File: config.mk
export PLATFORM = sky130hd
export DESIGN_NAME = csi_rx_lane_align
export DESIGN_NICKNAME = d
export VERILOG_FILES = /design/src/rtl/csi_rx_lane_align.sv
export SDC_FILE = /design/constraint.sdc
export NUM_CORES = 1
export LEC_CHECK = 0
export BUFFER_PORTS_ARGS = -buffer_cell sky130_fd_sc_hd__buf_4
export CORE_ASPECT_RATIO = 0.8
export CORE_UTILIZATION = 35
export CTS_CLUSTER_SIZE = 30
export DETAILED_ROUTE_END_ITERATION = 8
export GPL_TIMING_DRIVEN = 1
export PLACE_DENSITY = 0.61
export SLEW_MARGIN = 20
export SYNTH_ARGS = -nofsm -noshare
export SYNTH_HDL_FRONTEND = slang
export SYNTH_SLANG_ARGS = --single-unit
export TNS_END_PERCENT = 30
File: constraint.sdc
create_clock -name clock -period 9.69 [get_ports clock]
set_input_delay 0.969 -clock clock [delete_from_list [all_inputs] [get_ports clock]]
set_output_delay 0.969 -clock clock [all_outputs]
set_load 0.05 [all_outputs]
File: src/rtl/csi_rx_lane_align.sv
// csi_rx_lane_align
// Finds the HS sync byte independently on each D-PHY data lane, locks the
// bit offset per lane, and delays early lanes so the first packet byte
// leaves every lane of data_out in the same cycle.
//
// Ports
//   clock, reset      byte clock; synchronous active-high reset
//   enable            low freezes all state
//   deser_in          raw ISERDES bytes, lane n at [8n+7:8n]
//   wait_for_sync     permits a new sync search while hunting
//   packet_done       ends the packet and drops lock
//   valid_data        high while locked
//   data_out          aligned, deskewed bytes, lane n at [8n+7:8n]
//   lane_offs         locked bit offset per lane (3 bits each), zero unless locked
//   sync_err          one-cycle pulse when the lanes fail to sync within SKEW_MAX
module csi_rx_lane_align #(
    parameter int         NUM_LANES = 2,
    parameter logic [7:0] SYNC_BYTE = 8'hB8,
    parameter int         SKEW_MAX  = 2
) (
    input  logic                   clock,
    input  logic                   reset,
    input  logic                   enable,
    input  logic [8*NUM_LANES-1:0] deser_in,
    input  logic                   wait_for_sync,
    input  logic                   packet_done,
    output logic                   valid_data,
    output logic [8*NUM_LANES-1:0] data_out,
    output logic [3*NUM_LANES-1:0] lane_offs,
    output logic                   sync_err
);
    typedef enum logic [1:0] {HUNT, PARTIAL, LOCKED} state_e;

    state_e                               state_q, state_d;
    logic [NUM_LANES-1:0][7:0]            curr_q, curr_d, last_q, last_d;
    logic [NUM_LANES-1:0][SKEW_MAX:0][7:0] dl_q, dl_d;
    logic [NUM_LANES-1:0][2:0]            offs_q, offs_d;
    logic [NUM_LANES-1:0][2:0]            arr_q, arr_d;    // arrival, in cycles after first match
    logic [NUM_LANES-1:0][2:0]            dly_q, dly_d;
    logic [NUM_LANES-1:0]                 latched_q, latched_d;
    logic [2:0]                           cnt_q, cnt_d;    // cycles since first match
    logic                                 err_q, err_d;

    logic [NUM_LANES-1:0][15:0]           win;
    logic [NUM_LANES-1:0]                 hit;
    logic [NUM_LANES-1:0][2:0]            hit_off;

    // Mask of window bits [k:0], which must be zero below the sync byte.
    function automatic logic [15:0] low_mask(input int k);
        low_mask = 16'((32'd2 << k) - 32'd1);
    endfunction

    // Per-lane window, sync search and delay-line shift.
    always_comb begin
        curr_d = curr_q;
        last_d = last_q;
        dl_d   = dl_q;
        for (int l = 0; l < NUM_LANES; l++) begin
            curr_d[l]  = deser_in[8*l +: 8];
            last_d[l]  = curr_q[l];
            win[l]     = {curr_q[l], last_q[l]};
            hit[l]     = 1'b0;
            hit_off[l] = 3'd0;
            // Ascending scan so the highest matching offset is the one kept.
            for (int k = 0; k < 8; k++) begin
                if (win[l][k+1 +: 8] == SYNC_BYTE && (win[l] & low_mask(k)) == 16'd0) begin
                    hit[l]     = 1'b1;
                    hit_off[l] = 3'(k);
                end
            end
            // The latched offset (not this cycle's hit) selects the byte, so the
            // header extracted the cycle after a match already uses the new offset.
            dl_d[l][0] = 8'(win[l] >> ({1'b0, offs_q[l]} + 4'd1));
            for (int i = 1; i <= SKEW_MAX; i++) dl_d[l][i] = dl_q[l][i-1];
        end
    end

    // Sync FSM.
    always_comb begin
        state_d   = state_q;
        latched_d = latched_q;
        offs_d    = offs_q;
        arr_d     = arr_q;
        dly_d     = dly_q;
        cnt_d     = cnt_q;
        err_d     = 1'b0;
        case (state_q)
            HUNT: begin
                if (wait_for_sync && (|hit)) begin
                    latched_d = hit;
                    cnt_d     = 3'd1;
                    for (int l = 0; l < NUM_LANES; l++) begin
                        if (hit[l]) begin
                            offs_d[l] = hit_off[l];
                            arr_d[l]  = 3'd0;
                        end
                    end
                    if (&hit) begin
                        state_d = LOCKED;
                        dly_d   = '0;
                    end else if (SKEW_MAX == 0) begin
                        // No skew tolerated: a partial match is already a timeout.
                        err_d     = 1'b1;
                        latched_d = '0;
                    end else begin
                        state_d = PARTIAL;
                    end
                end
            end
            PARTIAL: begin
                for (int l = 0; l < NUM_LANES; l++) begin
                    if (hit[l] && !latched_q[l]) begin
                        latched_d[l] = 1'b1;
                        offs_d[l]    = hit_off[l];
                        arr_d[l]     = cnt_q;
                    end
                end
                if (&latched_d) begin
                    state_d = LOCKED;
                    for (int l = 0; l < NUM_LANES; l++) dly_d[l] = cnt_q - arr_d[l];
                end else if (cnt_q >= 3'(SKEW_MAX)) begin
                    state_d   = HUNT;
                    err_d     = 1'b1;
                    latched_d = '0;
                end else begin
                    cnt_d = cnt_q + 3'd1;
                end
            end
            default: ;   // LOCKED holds offsets and delays
        endcase
        // End of packet overrides anything found this cycle.
        if (packet_done) begin
            state_d   = HUNT;
            latched_d = '0;
            offs_d    = offs_q;
            arr_d     = arr_q;
            dly_d     = dly_q;
            cnt_d     = cnt_q;
            err_d     = 1'b0;
        end
    end

    always_ff @(posedge clock) begin
        if (reset) begin
            state_q   <= HUNT;
            curr_q    <= '0;
            last_q    <= '0;
            dl_q      <= '0;
            offs_q    <= '0;
            arr_q     <= '0;
            dly_q     <= '0;
            latched_q <= '0;
            cnt_q     <= '0;
            err_q     <= 1'b0;
        end else if (enable) begin
            state_q   <= state_d;
            curr_q    <= curr_d;
            last_q    <= last_d;
            dl_q      <= dl_d;
            offs_q    <= offs_d;
            arr_q     <= arr_d;
            dly_q     <= dly_d;
            latched_q <= latched_d;
            cnt_q     <= cnt_d;
            err_q     <= err_d;
        end else begin
            // A stall must not stretch the error pulse.
            err_q <= 1'b0;
        end
    end

    // Output select from each lane's delay line.
    always_comb begin
        data_out  = '0;
        lane_offs = '0;
        for (int l = 0; l < NUM_LANES; l++) begin
            for (int i = 0; i <= SKEW_MAX; i++) begin
                if (dly_q[l] == 3'(i)) data_out[8*l +: 8] = dl_q[l][i];
            end
            if (state_q == LOCKED) lane_offs[3*l +: 3] = offs_q[l];
        end
    end

    assign valid_data = (state_q == LOCKED);
    assign sync_err   = err_q;

endmodule
# --- Word level (Yosys, flattened, before mapping) ---
# Cells that the tools add are included.
totals:
  reg_bits: 106
  in_bits: 21
  output_inout_bits: 24
  wordCells: 194
op_classes:
  add_sub_neg: 5
  n_lt_le_gt_ge: 1
  n_eq_ne: 33
  shift: 2
  mux: 76
  n_bitwise: 3
  reduce_logical: 54
op_table:
  columns: ["operator", "count"]
  rows:
  - ["16-bit zero test", 16]
  - ["8-bit equality test, second input constant", 16]
  - ["3-bit 2-to-1 mux", 25]
  - ["8-bit 2-to-1 mux", 6]
  - ["6-bit one-hot mux with 2 select lines", 3]
  - ["16-bit by 4-bit >> shifter with 8-bit output", 2]
  - ["6-bit 2-to-1 mux", 5]
  - ["6-bit AND reduction", 4]
  - ["1-bit 2-to-1 mux", 23]
  - ["2-bit 2-to-1 mux", 11]
  - ["1-bit logical AND", 19]
  - ["2-bit != test, second input constant", 9]
  - ["5-bit AND reduction", 2]
  - ["3-bit by 1-bit adder with 4-bit output, second input constant", 2]
  - ["2-bit one-hot mux with 2 select lines", 2]
  - ["3-bit by 1-bit equality test with 1-bit output, second input constant", 2]
  - ["3-bit by 2-bit equality test with 1-bit output, second input constant", 2]
  - ["3-bit zero test", 2]
  - ["3-bit one-hot mux with 2 select lines", 1]
  - ["3-bit subtractor", 2]
  - ["5-bit OR reduction", 1]
  - ["4-bit != test, second input constant", 1]
  - ["2-bit AND reduction", 2]
  - ["4-bit AND reduction", 1]
  - ["other kinds (12)", 15]

# --- Depth between registers and ports, before layout ---
# Gate-level depths: netlist of the first run.
logic_depth:
  ltp_word: 17
  ltp_mapped: 12
  mapped_depth_nobuf: 11

# --- Worst setup path after synthesis of the first run ---
# OpenSTA, ideal clock, no wires.
synth_path:
  path_kind: "reg-to-reg"
  from: "register last_q[8] in the netlist's numbering"
  to: "register dly_q[5] in the netlist's numbering"
  setup_ns: 0.072
  arrival_time_ns: 3.319
  required_time_ns: 9.618
  setup_slack_ns: 6.300
  path_stages_with_launch: 11
  path_buffers: 0
  synth_period_minus_slack_ns: 3.390
  path_cell_list: "dfxtp_1 > or4_4 > or3_1 > o32a_2 > a21oi_2 > mux2_2 > ha_1 > fa_1 > or3_1 > a211o_1 > mux2i_1"
synth_between:
  elab_chain_cells: 16
  elab_cells_between_ends: 40
  classes_between: "1 x add/sub; 3 x eq/ne; 14 x mux; 22 x reduce/logical"
synth_lines:
  columns: ["element", "line", "source"]
  rows:
  - ["start, declared", "35", "logic [NUM_LANES-1:0][7:0] curr_q, curr_d, last_q, last_d;"]
  - ["start signal, assigned", "158", "last_q <= last_d;"]
  - ["16-bit zero test", "66", "if (win[l][k+1 +: 8] == SYNC_BYTE && (win[l] & low_mask(k)) == 16'd0) begin"]
  - ["1-bit logical AND", "66", null]
  - ["1-bit 2-to-1 mux (7 in series)", "66", null]
  - ["1-bit 2-to-1 mux *", "66", null]
  - ["1-bit logical AND", "112", "if (hit[l] && !latched_q[l]) begin"]
  - ["3-bit 2-to-1 mux or 1-bit 2-to-1 mux (tied branches)", "112", null]
  - ["3-bit 2-to-1 mux or 1-bit 2-to-1 mux (tied branches)", "87", "case (state_q)"]
  - ["3-bit subtractor or 2-bit AND reduction (tied branches)", "120, 118", null]
  - ["6-bit 2-to-1 mux or 2-bit != test (tied branches)", null, null]
  - ["6-bit one-hot mux with 2 select lines or 6-bit AND reduction (tied branches)", null, null]
  - ["end signal, assigned", "162", "dly_q <= dly_d;"]
  - ["end, declared", "39", "logic [NUM_LANES-1:0][2:0] dly_q, dly_d;"]
# Every way passes the cells marked *; elsewhere a longest branch is shown, timed or not. The select of a mux whose other input is x is not followed.
# A chain may end at the register's enable or synchronous reset.

# --- Worst setup path after layout of the first run ---
# Ends and elaborated chain as after synthesis.

==> impl_metrics.json, run 1 <==
{
  "drt_first_iter_violations": 265,
  "via_density_per_instance": 5.34,
  "grt_usage_pct": 16.5,
  "h-tree-depth": 3,
  "clockPowerShare_pct": 40.7,
  "pwr-share-comb_pct": 9.9,
  "buffer_ports.inserted": 44,
  "outcome": "finished, final reports clean",
  "multi_input_comb_area_um2": 3490,
  "finish.net_count": 673,
  "cts-hold-fix-buffers": 0,
  "grt_pass1_wl_um": 22900,
  "timing.critical_path.required_ns": 9.97,
  "postSynth.asyncResetShare_pct": 0,
  "post_synth_num_cell_types": 75,
  "total_leakage_power_nw": 2.56,
  "die_height_um": 118,
  "maximum_number_of_pins_on_one_net_before_global_route_repair": 115,
  "power_switching_w": 0.000250,
  "final_cell_mix": "131 x sky130_fd_sc_hd__nor2_1, 117 x sky130_fd_sc_hd__mux2i_1, 106 x sky130_fd_sc_hd__dfxtp_1",
  "insertion_delay_ns": 0.35,
  "crit_end_element": "flop",
  "area_growth_pct": 11.4,
  "postPlaceCellArea_um2": 6270,
  "total_negative_setup_slacks_ns": 0,
  "power.density_nw_per_um2": 143,
  "fmax_mhz": 276,
  "hold_path_class": "reg2reg",
  "yosys_register_bits": 106,
  "synth_top_area_share_pct": 35.9,
  "die_w_um": 147,
  "design_area_um2": 6590,
  "synthesis.yosys.warnings": 0,
  "synth_top_cells_by_area": "sky130_fd_sc_hd__dfxtp_1 36%, sky130_fd_sc_hd__mux2i_1 20%, sky130_fd_sc_hd__nor2_1 8.3%, sky130_fd_sc_hd__mux4_2 4.6%, sky130_fd_sc_hd__a211oi_1 2.4%",
  "design.die.area_um2": 17400,
  "drive_gt1_share_pct": 15.2,
  "initial_core_util_pct": 35.7,
  "route.detailed.wl_per_inst_um": 15.9,
  "dr_total_vias": 4655,
  "path_max_fanout": 5,
  "core_um2": 16600,
  "cts_buffers": 9,
  "layoutNonFillerInstCount": 871,
  "cts_tree": "done",
  "placed_cells": 855,
  "layout_min_cycle_time_ns": 3.62,
  "finalHoldViolations": 0,
  "clock_sink_count": 106,
  "cts_repair_resize_count": 0,
  "finalWeightedCongestion": 0.871,
  "sequentialPowerShare_pct": 49.4,
  "ios": 45,
  "postSynthCellCount": 642,
  "synthesis.nets": 669,
  "worst_ir_drop_vdd_v": 0.0000829,
  "antenna_found_initial": 0,
  "grt_setup_unrepaired": "false",
  "area.sequential_um2": 2120,
  "finalWirelength_um": 13800,
  "ctsLongestPathBuffers": 2,
  "max_cap_viol_count": 0,
  "critical_path.startpoint_type": "flop",
  "timing.slew.headroom_pct": 39.8,
  "synth_enable_flop_cells": 0,
  "post-layout-total-power_w": 0.000944,
  "insertedDiodeCount": 0,
  "transition_time_of_the_tightest_slew_check_pin_ns": 0.903,
  "finClkSkew_ns": 0.00585,
  "cts_post_setup_buffers_inserted": 0,
  "synth_largest_area_cell": "sky130_fd_sc_hd__dfxtp_1",
  "num_rows": 42,
  "clock-root-buffer": "sky130_fd_sc_hd__clkbuf_16",
  "p_int_w": 0.000695,
  "num-fill-cells": 1633,
  "detailedRoute.firstPassIterationCount": 4,
  "synthesis.area_um2": 5910,
  "number_of_global_route_vias_before_repair": 4479,
  "slew_violations": 0,
  "overflow": 0,
  "worst_ep_arrival_time_ns": 3.90,
  "drcViolationCount": 0,
  "setup_violations": 0,
  "clock_pin_transition_on_the_worst_setup_and_hold_timing_paths_ns": 0.07,
  "crit_path_kind": "reg2reg",
  "finalCritPeriodShare_pct": 37.3,
  "hpwlAfterDp_um": 9710,
  "postSynthAreaPerCell_um2": 9.21,
  "p_sw_share_pct": 26.4,
  "dominant_synthesized_flop_cell": "sky130_fd_sc_hd__dfxtp_1",
  "most_common_library_cell_in_the_layout_ignoring_fill_and_taps": "sky130_fd_sc_hd__nor2_1",
  "ant_nets": 0,
  "synth.yosys.seq_area_share_pct": 35.9
}
-- stage by stage --
step / hold WS, ns / util (%) / setup slack [ns]
after floorplan: 0.429 / - / 6.30
after global placement: 0.437 / 37.9 / 6.21
after detailed placement: 0.454 / 37.9 / 6.10
after CTS: 0.467 / 39.8 / 6.08
after global routing: 0.486 / 39.8 / 5.93
final: 0.466 / 39.8 / 6.07
-- worst max-delay path: stages, from the launching register on --
cell and delay [ns]:
sky130_fd_sc_hd__dfxtp_1 0.32, sky130_fd_sc_hd__or4_4 0.56, sky130_fd_sc_hd__or3_1 0.39, sky130_fd_sc_hd__o32a_2 0.25, sky130_fd_sc_hd__a21oi_2 0.29, sky130_fd_sc_hd__mux2_2 0.39, sky130_fd_sc_hd__ha_1 0.19, sky130_fd_sc_hd__fa_1 0.37
sky130_fd_sc_hd__or3_1 0.37, sky130_fd_sc_hd__a211o_1 0.29, sky130_fd_sc_hd__mux2i_1 0.12
-- synth_stat cells (3+ instances only) --
library cell	count
sky130_fd_sc_hd__a211oi_1	19
sky130_fd_sc_hd__a21oi_1	27
sky130_fd_sc_hd__a31oi_1	4
sky130_fd_sc_hd__and2_1	6
sky130_fd_sc_hd__and3b_1	3
sky130_fd_sc_hd__buf_1	7
sky130_fd_sc_hd__buf_2	4
sky130_fd_sc_hd__clkbuf_1	31
sky130_fd_sc_hd__dfxtp_1	106
sky130_fd_sc_hd__ha_1	4
sky130_fd_sc_hd__inv_1	9
sky130_fd_sc_hd__mux2_2	4
sky130_fd_sc_hd__mux2_4	4
sky130_fd_sc_hd__mux2i_1	117
sky130_fd_sc_hd__mux4_2	12
sky130_fd_sc_hd__nand2_1	27
sky130_fd_sc_hd__nand2b_1	6
sky130_fd_sc_hd__nand3b_1	12
sky130_fd_sc_hd__nand4bb_1	3
sky130_fd_sc_hd__nor2_1	131
sky130_fd_sc_hd__nor2b_1	6
sky130_fd_sc_hd__nor3_1	7
sky130_fd_sc_hd__nor3b_1	3
sky130_fd_sc_hd__o21ai_0	14
sky130_fd_sc_hd__or3_1	6
-- path summary, 6_finish.rpt --
kind / depth (start not counted) / slack [ns] / end / startpoint
setup / recovery: 10 / 6.07 / dly_q[5] / last_q[8]
hold / removal: 2 / 0.47 / arr_q[1] / arr_q[1]
setup reg to reg: 10 / 6.07 / dly_q[5] / last_q[8]
hold reg to reg: 2 / 0.47 / arr_q[1] / arr_q[1]
-- layer usage --
layer / up-vias / GRT usage (%) / share of wire [%]
li1: 2301 / - / -
met1: 2221 / 22.5 / 49
met2: 111 / 25.1 / 44
met3: 22 / 3.55 / 4.4
met4: 0 / 6.57 / 2.3
met5: - / 0 / 0
-- state kept, by name, summed over array words and instances (netlist names) --
name,flops
last_q,16
arr_q,6
dly_q,6
state_q,2
latched_q,2
offs_q,6
curr_q,16
dl_d,32
cnt_q,3
dl_q,16
sync_err,1
-- area by class of cell --
cell class / count / area share [%]
multi-input cells: 474 / 53.1
flip-flops and latches: 106 / 32.2
clock buffers: 10 / 3.48
well taps: 220 / 4.18
repair buffers: 45 / 5.19
clock inverters: 6 / 1.31
inverters: 10 / 0.570
-- cell families after synthesis --
| group | Yosys count | synth area share, % |
|---|---|---|
| muxes | 137 | 26.2 |
| buffers and inverters | 62 | 4.99 |
| AOI/OAI and AO/OA | 99 | 12.5 |
| and+or+nand+nor | 229 | 18.5 |
| xor gates and xnor gates | 3 | 0.445 |
| DFF | 106 | 35.9 |
| adders and majority gates | 6 | 1.52 |
-- power by group through the flow --
stage | logic [W] | registers (W) | clock network, W
floorplan | 0.0000775 | 0.000466 | 0
global placement | 0.0000916 | 0.000475 | 0
detailed placement | 0.0000936 | 0.000477 | 0
CTS | 0.0000938 | 0.000466 | 0.000394
global route | 0.000102 | 0.000469 | 0.000414
finish | 0.0000936 | 0.000467 | 0.000384
No activity file was read; power rests on OpenSTA's default activity.
==> inputs of run 2 (changes only) <==
Settings changed: ABC_AREA set to 1, PLACE_DENSITY 0.61 to 0.63.
Clock period 9.69 ns to 3.3 ns, I/O delays scaled along.
==> run 2 against run 1 <==
Against the previous run: global-route usage increased by 4.2 points; utilization increased by 0.97 points; clock skew increased by 0.0072 ns; worst hold slack got worse by 0.26 ns; design area increased by 3.1%; sequential power increased to 3.0 times the previous value; critical path type unchanged; highest routed layer unchanged.
==> impl_metrics.json, run 2 <==
{
  "outcome": "finished, final reports clean",
  "timing.hold.worst_path_depth": 3,
  "h-tree-depth": 3,
  "postSynthAreaPerCell_um2": 6.47,
  "finClkSkew_ns": 0.0130,
  "most_common_library_cell_in_the_layout_ignoring_fill_and_taps": "sky130_fd_sc_hd__nand2_1",
  "total_negative_setup_slacks_ns": 0,
  "total_leakage_power_nw": 2.88,
  "fmax_mhz": 375,
  "ios": 45,
  "ctsLongestPathBuffers": 2,
  "synth_top_cells_by_area": "sky130_fd_sc_hd__dfxtp_1 35%, sky130_fd_sc_hd__nand2_1 12%, sky130_fd_sc_hd__o21ai_0 8.7%, sky130_fd_sc_hd__nor2_1 8.2%, sky130_fd_sc_hd__a21oi_1 5.9%",
  "drt_first_iter_violations": 482,
  "antenna_found_initial": 0,
  "path_common_cell": "sky130_fd_sc_hd__nand3_1",
  "worst_ep_arrival_time_ns": 2.91,
  "finalCritPeriodShare_pct": 80.8,
  "grt_pass1_wl_um": 29100,
  "reg2regPathDepth": 14,
  "synthesis.nets": 957,
  "die_w_um": 149,
  "layout_min_cycle_time_ns": 2.67,
  "insertion_delay_ns": 0.35,
  "hpwlAfterDp_um": 12300,
  "number_of_global_route_vias_before_repair": 5679,
  "finalHoldViolations": 0,
  "regToRegStartpoint": "curr_q[1]",
  "final.setup.worst_slack_ns": 0.635,
  "synthesis.area_um2": 6020,
  "path_max_fanout": 9,
  "slew_violations": 0,
  "max_cap_viol_count": 0,
  "yosys_register_bits": 106,
  "terminating_pin_of_the_worst_hold_path": "curr_q[7]",
  "synth.yosys.seq_area_share_pct": 35.3,
  "cts_tree": "done",
  "synth.most_common_cell": "sky130_fd_sc_hd__nand2_1",
  "worstHoldStart": "deser_in[7]",
  "grt_setup_unrepaired": "false",
  "clock-root-buffer": "sky130_fd_sc_hd__clkbuf_16",
  "finish.net_count": 972,
  "clock_sink_count": 106,
  "synth.top_cells.by_count": "193 x sky130_fd_sc_hd__nand2_1, 131 x sky130_fd_sc_hd__nor2_1, 106 x sky130_fd_sc_hd__dfxtp_1",
  "design.die.area_um2": 17700,
  "design_area_um2": 6790,
  "largest_reg_flops": 32,
  "insertedDiodeCount": 0,
  "critical_path.startpoint_type": "flop",
  "hold_path_class": "in2reg",
  "postSynth.asyncResetShare_pct": 0,
  "synthesis.yosys.warnings": 0,
  "route.detailed.wl_per_inst_um": 14.8,
  "synth_top_area_share_pct": 35.3,
  "cts_repair_resize_count": 0,
  "postPlaceCellArea_um2": 6490,
  "dominant_synthesized_flop_cell": "sky130_fd_sc_hd__dfxtp_1",
  "critical_path.top_delay_family": "simple AND/OR/NAND/NOR gates",
  "overflow": 0,
  "dr_total_vias": 6077,
  "postSynthCellCount": 930,
  "setup_violations": 0,
  "initial_core_util_pct": 36.1,
  "crit_end_element": "flop",
  "clock_pin_transition_on_the_worst_setup_and_hold_timing_paths_ns": 0.08,
  "core_um2": 16700,
  "critical_path.max_stage_delay_ns": 0.41,
  "crit_chain": "inv_2 > nor2_1 > nand3_1 > o31ai_1 > nor2_1 > nand4_1 > nand3_1 > and2_1 > ha_1 > fa_1 > inv_1 > nand3_1 > nand4_1 > a21oi_1",
  "cts_buffers": 9,
  "synth_enable_flop_cells": 0,
  "holdWs_ns": 0.203,
  "cpMaxStageDelayCell": "sky130_fd_sc_hd__dfxtp_1",
  "timing.critical_path.required_ns": 3.54,
  "synth_largest_area_cell": "sky130_fd_sc_hd__dfxtp_1",
  "num_rows": 42,
  "area_growth_pct": 12.8,
  "cts-hold-fix-buffers": 0,
  "via_density_per_instance": 5.19,
  "post_synth_num_cell_types": 38,
  "ant_nets": 0,
  "transition_time_of_the_tightest_slew_check_pin_ns": 0.792,
  "timing.slew.headroom_pct": 47.2,
  "die_height_um": 119,
  "crit_path_kind": "reg2reg",
  "finalWirelength_um": 17300,
  "cp.buffers_inverters": 2,
  "cts_post_setup_buffers_inserted": 0,
  "setup.reg_to_reg.worst_slack_ns": 0.63,
  "final_cell_mix": "193 x sky130_fd_sc_hd__nand2_1, 131 x sky130_fd_sc_hd__nor2_1, 106 x sky130_fd_sc_hd__dfxtp_1",
  "grt_usage_pct": 20.6,
  "power.density_nw_per_um2": 438,
  "dp_worst_setup_slack_ns": 0.689,
  "detailedRoute.firstPassIterationCount": 5,
  "drcViolationCount": 0,
  "buffer_ports.inserted": 44,
  "worst_ir_drop_vdd_v": 0.000282,
  "maximum_number_of_pins_on_one_net_before_global_route_repair": 84,
  "reg2reg_to": "dly_q[2]",
  "drive_gt1_share_pct": 11.7,
  "finalWeightedCongestion": 0.930
}
==> run 2: metrics by stage <==
stage                     utilization, %  instances  total power (W)
after detailed placement            38.9       1154          0.00188
after global routing                40.8       1170          0.00311
final                               40.8       1170          0.00297
after global placement              38.9       1154          0.00188
after CTS                           40.8       1170          0.00300
after floorplan                        -        930          0.00175
==> run 2: power by group <==
part	internal, W	switching, W
clock network	0.000561	0.000553
logic	0.000140	0.000304
registers	0.00135	0.0000657
total	0.00205	0.000923
==> run 2: worst register-to-register path: cells and delay by family (launching register included) <==
family          cells  cell delay (ns)
compound gates      2             0.30
buf+inv             2             0.18
fa+ha+maj           2             0.60
simple gates        8             1.06
flops               1             0.41
==> run 2: layout make-up <==
cell class,instances,area [µm²]
fill,1747,9870
clock inverter,6,62.6
sequential,106,2120
inverter,93,349
timing repair buffer,50,375
multi-input combinational,685,3370
clock buffer,10,239
tap,220,275
==> run 2: how the worst max path moves through the flow <==
| stage | startpoint | to | slack (ns) | cells past startpoint |
|---|---|---|---|---|
| after floorplan | state_q[1] | lane_offs[0] | 0.92 | 4 |
| after global placement | curr_q[1] | dly_q[2] | 0.65 | 14 |
| after detailed placement | curr_q[1] | dly_q[2] | 0.69 | 14 |
| after CTS | curr_q[1] | dly_q[1] | 0.67 | 13 |
| after global routing | curr_q[2] | dly_q[1] | 0.34 | 15 |
| final | curr_q[1] | dly_q[2] | 0.63 | 14 |
==> run 2: per-layer routing <==
layer	vias to the layer above	global-route usage, %	part of all wire, %
met3	24	2.95	5.1
met1	2772	29.8	51
met5	-	0	0
met4	0	6.89	1.9
met2	168	31.1	42
li1	3113	-	-
==> run 2: cells by family after synthesis <==
| group | Yosys count | share of synthesized area [%] |
|---|---|---|
| and+or+nand+nor | 456 | 33.7 |
| adders and majority gates | 6 | 1.50 |
| muxes | 3 | 0.499 |
| buffers and inverters | 139 | 8.80 |
| DFF | 106 | 35.3 |
| AOI/OAI and AO/OA | 220 | 20.2 |
